--- src/rtl/usb_tx_serializer.sv ---
// USB transmit bit engine: byte buffer, SYNC, bit stuffing, NRZI and EOP onto D+/D-.
// Optional macro USB_TX_AUTO_SYNC_EN: hardware prepends SYNC_BYTE; otherwise the caller sends SYNC as byte 0.
module usb_tx_serializer #(
   parameter logic [7:0]  SYNC_BYTE   = 8'h80,
   parameter int unsigned STUFF_LIMIT = 6
) (
   input  logic       clk,
   input  logic       n_rst,
   input  logic       shift_enable,
   input  logic [7:0] tx_data,
   input  logic       tx_valid,
   input  logic       tx_last,
   output logic       tx_ready,
   output logic       d_plus,
   output logic       d_minus,
   output logic       tx_active,
   output logic       tx_err
);
   localparam int unsigned OW = $clog2(STUFF_LIMIT + 1);

   typedef enum logic [2:0] {
      S_IDLE,
      S_DATA,
      S_EOP1,
      S_EOP2,
      S_EOPJ
`ifdef USB_TX_AUTO_SYNC_EN
      , S_SYNC
`endif
   } state_e;

   state_e        state_q, state_d;
   logic [7:0]    buf_q, buf_d;
   logic          buf_last_q, buf_last_d;
   logic          buf_full_q, buf_full_d;
   logic [6:0]    sr_q, sr_d;
   logic [2:0]    bit_cnt_q, bit_cnt_d;
   logic          cur_last_q, cur_last_d;
   logic [OW-1:0] ones_q, ones_d, ones_base;
   logic          level_q, level_d;
   logic          d_plus_q, d_plus_d;
   logic          d_minus_q, d_minus_d;
   logic          tx_active_q, tx_active_d;
   logic          tx_err_q, tx_err_d;
   logic          tx_ready_q, tx_ready_d;
   logic          load, send, bit_val, accept;

   // Next-state: one line slot per shift_enable; send marks a data/SYNC/stuff bit going out
   always_comb begin
      state_d     = state_q;
      buf_d       = buf_q;
      buf_last_d  = buf_last_q;
      buf_full_d  = buf_full_q;
      sr_d        = sr_q;
      bit_cnt_d   = bit_cnt_q;
      cur_last_d  = cur_last_q;
      ones_d      = ones_q;
      level_d     = level_q;
      d_plus_d    = d_plus_q;
      d_minus_d   = d_minus_q;
      tx_err_d    = 1'b0;
      load        = 1'b0;
      send        = 1'b0;
      bit_val     = 1'b0;
      accept      = tx_valid && tx_ready_q;
      ones_base   = (state_q == S_IDLE) ? '0 : ones_q;

      if (shift_enable) begin
         case (state_q)
            S_IDLE: begin
               if (buf_full_q) begin
`ifdef USB_TX_AUTO_SYNC_EN
                  state_d   = S_SYNC;
                  bit_cnt_d = 3'd0;
                  send      = 1'b1;
                  bit_val   = SYNC_BYTE[0];
`else
                  state_d   = S_DATA;
                  load      = 1'b1;
`endif
               end
            end
`ifdef USB_TX_AUTO_SYNC_EN
            S_SYNC: begin
               if (bit_cnt_q == 3'd7) begin
                  state_d = S_DATA;
                  load    = 1'b1;
               end else begin
                  bit_cnt_d = bit_cnt_q + 3'd1;
                  send      = 1'b1;
                  bit_val   = SYNC_BYTE[bit_cnt_d];
               end
            end
`endif
            S_DATA: begin
               if (ones_q == OW'(STUFF_LIMIT)) begin
                  send    = 1'b1;
                  bit_val = 1'b0;
               end else if (bit_cnt_q != 3'd7) begin
                  send      = 1'b1;
                  bit_val   = sr_q[0];
                  sr_d      = {1'b0, sr_q[6:1]};
                  bit_cnt_d = bit_cnt_q + 3'd1;
               end else if (cur_last_q) begin
                  state_d = S_EOP1;
               end else if (buf_full_q) begin
                  load = 1'b1;
               end else begin
                  state_d  = S_EOP1;
                  tx_err_d = 1'b1;
               end
            end
            S_EOP1:  state_d = S_EOP2;
            S_EOP2:  state_d = S_EOPJ;
            S_EOPJ:  state_d = S_IDLE;
            default: state_d = S_IDLE;
         endcase

         if (load) begin
            send       = 1'b1;
            bit_val    = buf_q[0];
            sr_d       = buf_q[7:1];
            bit_cnt_d  = 3'd0;
            cur_last_d = buf_last_q;
            buf_full_d = 1'b0;
         end

         // NRZI: a 0 toggles, a 1 holds; outside bit slots the line rests on J or SE0
         if (send) begin
            level_d   = bit_val ? level_q : ~level_q;
            ones_d    = bit_val ? ((ones_base == OW'(STUFF_LIMIT)) ? ones_base : ones_base + OW'(1)) : '0;
            d_plus_d  = level_d;
            d_minus_d = ~level_d;
         end else begin
            level_d   = 1'b1;
            ones_d    = '0;
            d_plus_d  = !(state_d == S_EOP1 || state_d == S_EOP2);
            d_minus_d = 1'b0;
         end
      end

      if (accept) begin
         buf_d      = tx_data;
         buf_last_d = tx_last;
         buf_full_d = 1'b1;
      end

      tx_ready_d  = !buf_full_d && !(state_d == S_EOP1 || state_d == S_EOP2 || state_d == S_EOPJ);
      tx_active_d = (state_d != S_IDLE);
   end

   always_ff @(posedge clk or negedge n_rst) begin
      if (!n_rst) begin
         state_q     <= S_IDLE;
         buf_q       <= '0;
         buf_last_q  <= 1'b0;
         buf_full_q  <= 1'b0;
         sr_q        <= '0;
         bit_cnt_q   <= '0;
         cur_last_q  <= 1'b0;
         ones_q      <= '0;
         level_q     <= 1'b1;
         d_plus_q    <= 1'b1;
         d_minus_q   <= 1'b0;
         tx_active_q <= 1'b0;
         tx_err_q    <= 1'b0;
         tx_ready_q  <= 1'b1;
      end else begin
         state_q     <= state_d;
         buf_q       <= buf_d;
         buf_last_q  <= buf_last_d;
         buf_full_q  <= buf_full_d;
         sr_q        <= sr_d;
         bit_cnt_q   <= bit_cnt_d;
         cur_last_q  <= cur_last_d;
         ones_q      <= ones_d;
         level_q     <= level_d;
         d_plus_q    <= d_plus_d;
         d_minus_q   <= d_minus_d;
         tx_active_q <= tx_active_d;
         tx_err_q    <= tx_err_d;
         tx_ready_q  <= tx_ready_d;
      end
   end

   assign d_plus    = d_plus_q;
   assign d_minus   = d_minus_q;
   assign tx_active = tx_active_q;
   assign tx_err    = tx_err_q;
   assign tx_ready  = tx_ready_q;
endmodule

--- config.mk ---
export PLATFORM = sky130hd
export DESIGN_NAME = usb_tx_serializer
export DESIGN_NICKNAME = d
export VERILOG_FILES = /design/src/rtl/usb_tx_serializer.sv
export SDC_FILE = /design/constraint.sdc
export NUM_CORES = 1
export LEC_CHECK = 0
export ABC_AREA = 1
export CORE_MARGIN = 2
export CORE_UTILIZATION = 59
export DETAILED_ROUTE_END_ITERATION = 8
export PLACE_DENSITY = 0.94
export SLEW_MARGIN = 20
export SYNTH_ARGS = -nofsm -noshare
export SYNTH_HDL_FRONTEND = slang
export SYNTH_SLANG_ARGS = --single-unit
export TNS_END_PERCENT = 10
--- constraint.sdc ---
create_clock -name clk -period 2.5 [get_ports clk]
set_input_delay 0.25 -clock clk [delete_from_list [all_inputs] [get_ports clk]]
set_output_delay 0.25 -clock clk [all_outputs]
set_load 0.02 [all_outputs]
======== Yosys cells after proc, flatten, opt, wreduce, memory -nomap -nowiden ========
Index checks and enable logic that the tools add are counted.
storage, ports and cells
  flip-flop bits (word level) ............. 33
  bits in latches ......................... 0
  memory bits (writable) .................. 0
  ROM bits ................................ 0
  output and inout bits ................... 5
  memories ................................ 0
cells by class
  add/sub/neg operators ................... 2
  multiply operators ...................... 0
  div/mod/pow operators ................... 0
  order comparisons ....................... 0
  equal/unequal tests ..................... 12
  shifts and indexed selects .............. 0
  muxes and demuxes ....................... 49
  bitwise gates (word level) .............. 2
  reduce and logical (&&, ||, !) cells .... 14
operators by type and width
  kind                                                                   count
  3-bit 2-to-1 mux                                                       15
  1-bit 2-to-1 mux                                                       28
  7-bit 2-to-1 mux                                                       4
  3-bit by 2-bit equality test with 1-bit output, second input constant  6
  3-bit one-hot mux with 4 select lines                                  1
  3-bit equality test, second input constant                             3
  3-bit by 1-bit adder with 3-bit output, second input constant          2
  4-bit AND reduction                                                    1
  2-bit nonzero test                                                     2
  3-bit by 1-bit equality test with 1-bit output, second input constant  1
  1-bit logical NOT                                                      3
  3-bit logical NOT                                                      1
  1-bit logical OR                                                       3
  3-bit != test, second input constant                                   1
  3-bit nonzero test                                                     1
  1-bit logical AND                                                      2
  2-bit by 1-bit != test with 1-bit output, second input constant        1
  1-bit inverter                                                         2
  1-bit one-hot mux with 2 select lines                                  1
  2-bit AND reduction                                                    1

======== Logic depth before layout (Yosys ltp) ========
  depth after elaboration ................. 12
  mapped depth ............................ 11
  depth with buffers taken out ............ 11

======== Least setup slack after synthesis ========
OpenSTA, ideal clock, no wires.
  kind .................................... register -> register
  start ................................... register bit_cnt_q[0]
  end ..................................... register sr_q[2]
  library setup time ...................... 0.083 ns
  arrival time ............................ 1.521 ns
  setup slack ............................. 0.896 ns
  cell stages (with the launch flop) ...... 9
  path buffers ............................ 1
  clock period less this slack ............ 1.604 ns
  cell sequence ........................... dfrtp_1 ha_1 ha_1 nor3_1 nand3_2 nand2_4 buf_6 o211ai_2 o21ai_0
on the way
  longest elaborated chain between the ends .. 7
ends and longest elaborated chain
  element                                                                                                 RTL line  text
  start: declaration                                                                                      37        logic [2:0] bit_cnt_q, bit_cnt_d;
  start signal: assignment                                                                                174       bit_cnt_q <= bit_cnt_d;
  3-bit != test (*)                                                                                       99        end else if (bit_cnt_q != 3'd7) begin
  1-bit 2-to-1 mux                                                                                        99
  1-bit 2-to-1 mux                                                                                        96        if (ones_q == OW'(STUFF_LIMIT)) begin
  1-bit one-hot mux with 2 select lines                                                                   69        case (state_q)
  1-bit 2-to-1 mux                                                                                        68        if (shift_enable) begin
  2-bit by 1-bit != test with 1-bit output (no source line) / 2-bit nonzero test (equally long branches)  n/a
  4-bit AND reduction (no source line)                                                                    n/a
  end signal: assignment                                                                                  173       sr_q <= sr_d;
  end: declaration                                                                                        36        logic [6:0] sr_q, sr_d;
Mark *: on every way between the ends. The rest lies on a longest branch, timed or not. The select of a mux whose other input is x is not followed.
A chain may end at the register's enable or synchronous reset.

======== Final worst setup path ========
  start ................................... register bit_cnt_q[0]
  end ..................................... register sr_q[5]
Same word-level chain as after synthesis.

==> impl_metrics.py <==
metrics = {
    "power": {
        "combPwrFrac_pct": 37.7,
        "p_sw_share_pct": 37.2,
        "vdd.ir_drop.worst_uv": 771,
        "power.sequential.fraction_pct": 42.9,
        "switchingPower_w": 0.000795,
        "power_density_nw_per_um2": 1110,
        "power_frac_clock_pct": 19.4,
        "cell_internal_pwr_w": 0.00134,
        "power_leakage_nw": 0.945,
    },
    "place": {
        "total_placed_instance_area_um2": 1840,
        "io_buffers": 17,
        "place.detailed.hpwl_um": 2160,
        "gp_routability_congestion": 0.857,
    },
    "route": {
        "dr_total_vias": 1273,
        "final_antenna_net_count": 0,
        "drt-vias-per-instance": 5.44,
        "drt-total-wl_um": 2980,
        "detail_route.first_pass.iterations": 4,
        "post-route-drc-count": 0,
        "detail_route.iter0.violations": 43,
        "route.detailed.wl_per_inst_um": 12.8,
    },
    "logic_synthesis": {
        "syn_avg_cell_area_um2": 9.14,
        "syn-instance-count": 182,
        "synth_edf_count": 0,
        "distinct_cell_type_count_of_the_synthesized_netlist": 29,
        "syn_nets": 199,
        "synth_warnings": 0,
        "synth_seq_area_share_pct": 49.9,
        "synthArstFlopShare_pct": 100,
        "synth_seq_cells": 33,
        "syn_area_um2": 1660,
        "ys.flop_type": "sky130_fd_sc_hd__dfrtp_1",
    },
    "floorplan": {
        "top_level_ports": 18,
        "floorplan.die.height_um": 57.1,
        "initial_utilization_pct": 61.4,
        "coreArea_um2": 2710,
        "die_width_um": 57.1,
        "floorplan.die_area_um2": 3260,
        "num_rows": 19,
    },
    "job": {
        "timing.max_cap.violations": 0,
    },
    "critical_path": {
        "worst-setup-path-type": "reg -> reg",
        "worst_ep_required_time_ns": 2.77,
        "cp_max_fo": 13,
        "reg2regPathDepth": 7,
        "critical_path.reg2reg.startpoint": "bit_cnt_q[0]",
        "cp-start-kind": "flop",
        "timing.critical_path.to_type": "flop",
        "r2r_end": "sr_q[5]",
        "cp.arrival_ns": 2.06,
        "worst-r2r-setup-slack_ns": 0.71,
    },
    "clock_network": {
        "post_cts.repair.setup_buffers": 0,
        "clock_path_buffers": 2,
        "htree_levels": 2,
        "clk_transition_reported_paths_ns": 0.10,
        "cts.hold.buffers_added": 0,
        "clock_buffer_count_from_cts": 5,
        "gates_resized_cts_repair": 0,
        "clock_sink_count": 33,
        "cts_tree": "yes",
        "cts_root_buf": "sky130_fd_sc_hd__clkbuf_4",
        "clk_latency_ns": 0.34,
    },
    "timing": {
        "layout_worst_path_cycle_share_pct": 71.7,
        "setup_viol_count_final": 0,
        "setup-tns-final_ns": 0,
        "final.hold.worst_slack_ns": 0.291,
        "grt_setup_unrepaired": "no",
        "achievable-frequency_mhz": 558,
        "finClkSkew_ns": 0.00830,
        "worst_pin_slew_ns": 0.620,
        "slew-limit-headroom_pct": 58.5,
        "min_cycle_time_layout_ns": 1.79,
        "final-hold-violation-count": 0,
        "final-max-slew-violation-count": 0,
    },
    "global_route": {
        "grt_first_pass_wirelength_um": 5440,
        "grt_start_max_net_pins": 34,
        "grt_antenna_before_repair": 0,
        "grt_util_overall_pct": 21.9,
        "grt_pass1_vias": 1246,
        "globalRouteOverflowTotal": 0,
    },
    "final_layout": {
        "n_diodes": 0,
        "syn2layout_area_growth_pct": 16.0,
        "layout.cells.most_common": "sky130_fd_sc_hd__nand2_1",
        "nNetsFinal": 219,
        "final_design_instance_area_without_fill_um2": 1930,
        "layout_common_cells": "sky130_fd_sc_hd__nand2_1 (34), sky130_fd_sc_hd__dfrtp_1 (30), sky130_fd_sc_hd__inv_1 (27), sky130_fd_sc_hd__nand3_1 (18), sky130_fd_sc_hd__clkdlybuf4s50_1 (17)",
        "post_route_cells_drive_above_1_share_pct": 16.3,
    },
    "status": {
        "status": "complete, no violations",
    },
    "hold_path": {
        "hold_class": "in -> async",
    },
}
==> synth_stat cells, drive strengths merged, types with 2 or more instances <==
library cell	n	area (um^2)
a21boi	2	15.0
a21oi	2	10.0
buf	2	22.5
clkbuf	3	12.5
dfrtp	30	751
dfstp	3	78.8
ha	4	50.1
inv	28	105
mux2	8	90.1
nand2	40	180
nand3	19	100
nand4	2	12.5
nor2	12	52.6
nor3	2	21.3
o211ai	7	67.6
o21ai	15	75.1
==> metrics by stage <==
step / util, % / total power (W) / std cells / setup slack, ns
after CTS: 71.2 / 0.00215 / 234 / 0.704
after global placement: 68.1 / 0.00169 / 226 / 0.568
after floorplan: - / 0.00153 / 182 / 0.896
after detailed placement: 68.1 / 0.00173 / 226 / 0.508
after global routing: 71.2 / 0.00232 / 234 / 0.500
final: 71.2 / 0.00214 / 234 / 0.708
==> flip-flops by register name, indices dropped and copies added, names as in the netlist <==
register,cells
sr_q,7
tx_active,1
d_plus,1
level_q,1
d_minus,1
tx_ready,1
ones_q,3
buf_full_q,1
buf_q,8
cur_last_q,1
tx_err,1
bit_cnt_q,3
buf_last_q,1
state_q,3
==> worst max path at each step <==
stage                            start         to  slack [ns]
after global routing      bit_cnt_q[0]    sr_q[1]        0.50
after CTS                 bit_cnt_q[0]   tx_ready        0.70
after floorplan           bit_cnt_q[0]    sr_q[2]        0.90
final                     bit_cnt_q[0]    sr_q[5]        0.71
after detailed placement  shift_enable  tx_active        0.51
after global placement    shift_enable  tx_active        0.57
==> power groups by stage <==
stage | sequential, W | combinational (W) | clock [W]
3_3_place_gp | 0.000919 | 0.000766 | 0
6_report | 0.000918 | 0.000805 | 0.000415
2_1_floorplan | 0.000929 | 0.000598 | 0
4_1_cts | 0.000916 | 0.000810 | 0.000426
3_5_place_dp | 0.000926 | 0.000803 | 0
5_1_grt | 0.000945 | 0.000923 | 0.000450
==> layer usage <==
metal  share of wire [%]  up-vias  global-route usage, %  wire length [um]
li1                    -      635                      -                 -
met1                  44      593                   28.2              1310
met2                  48       39                   34.2              1420
met3                 6.6        6                   7.71               196
met4                 1.7        0                   8.64                52
met5                   0        -                      0                 0
==> critical path, stage by stage, from the launching register on <==
cell and delay (ns):
sky130_fd_sc_hd__dfrtp_1 0.41, sky130_fd_sc_hd__ha_1 0.21, sky130_fd_sc_hd__ha_1 0.24, sky130_fd_sc_hd__nor3_1 0.24, sky130_fd_sc_hd__nand3_2 0.19, sky130_fd_sc_hd__nand2_4 0.22
sky130_fd_sc_hd__o211ai_1 0.12, sky130_fd_sc_hd__o21ai_1 0.09
==> cell type report <==
class,count,area [um^2]
Tap cell,31,38.8
Clock inverter,1,30.0
Sequential cell,33,830
Inverter,28,105
Timing Repair Buffer,18,178
Multi-Input combinational cell,116,693
Fill cell,206,781
Clock buffer,7,55.1
==> kinds of logic (layout without fill, tap and decap cells) <==
family	count (synthesis)	count (layout)	synth area share, %
buf+inv	33	54	8.43
simple gates	77	77	22.8
mux	8	8	5.42
compound gates	27	27	10.5
flops	33	33	49.9
fa+ha+maj	4	4	3.01
Power figures use the tool's default switching activity.
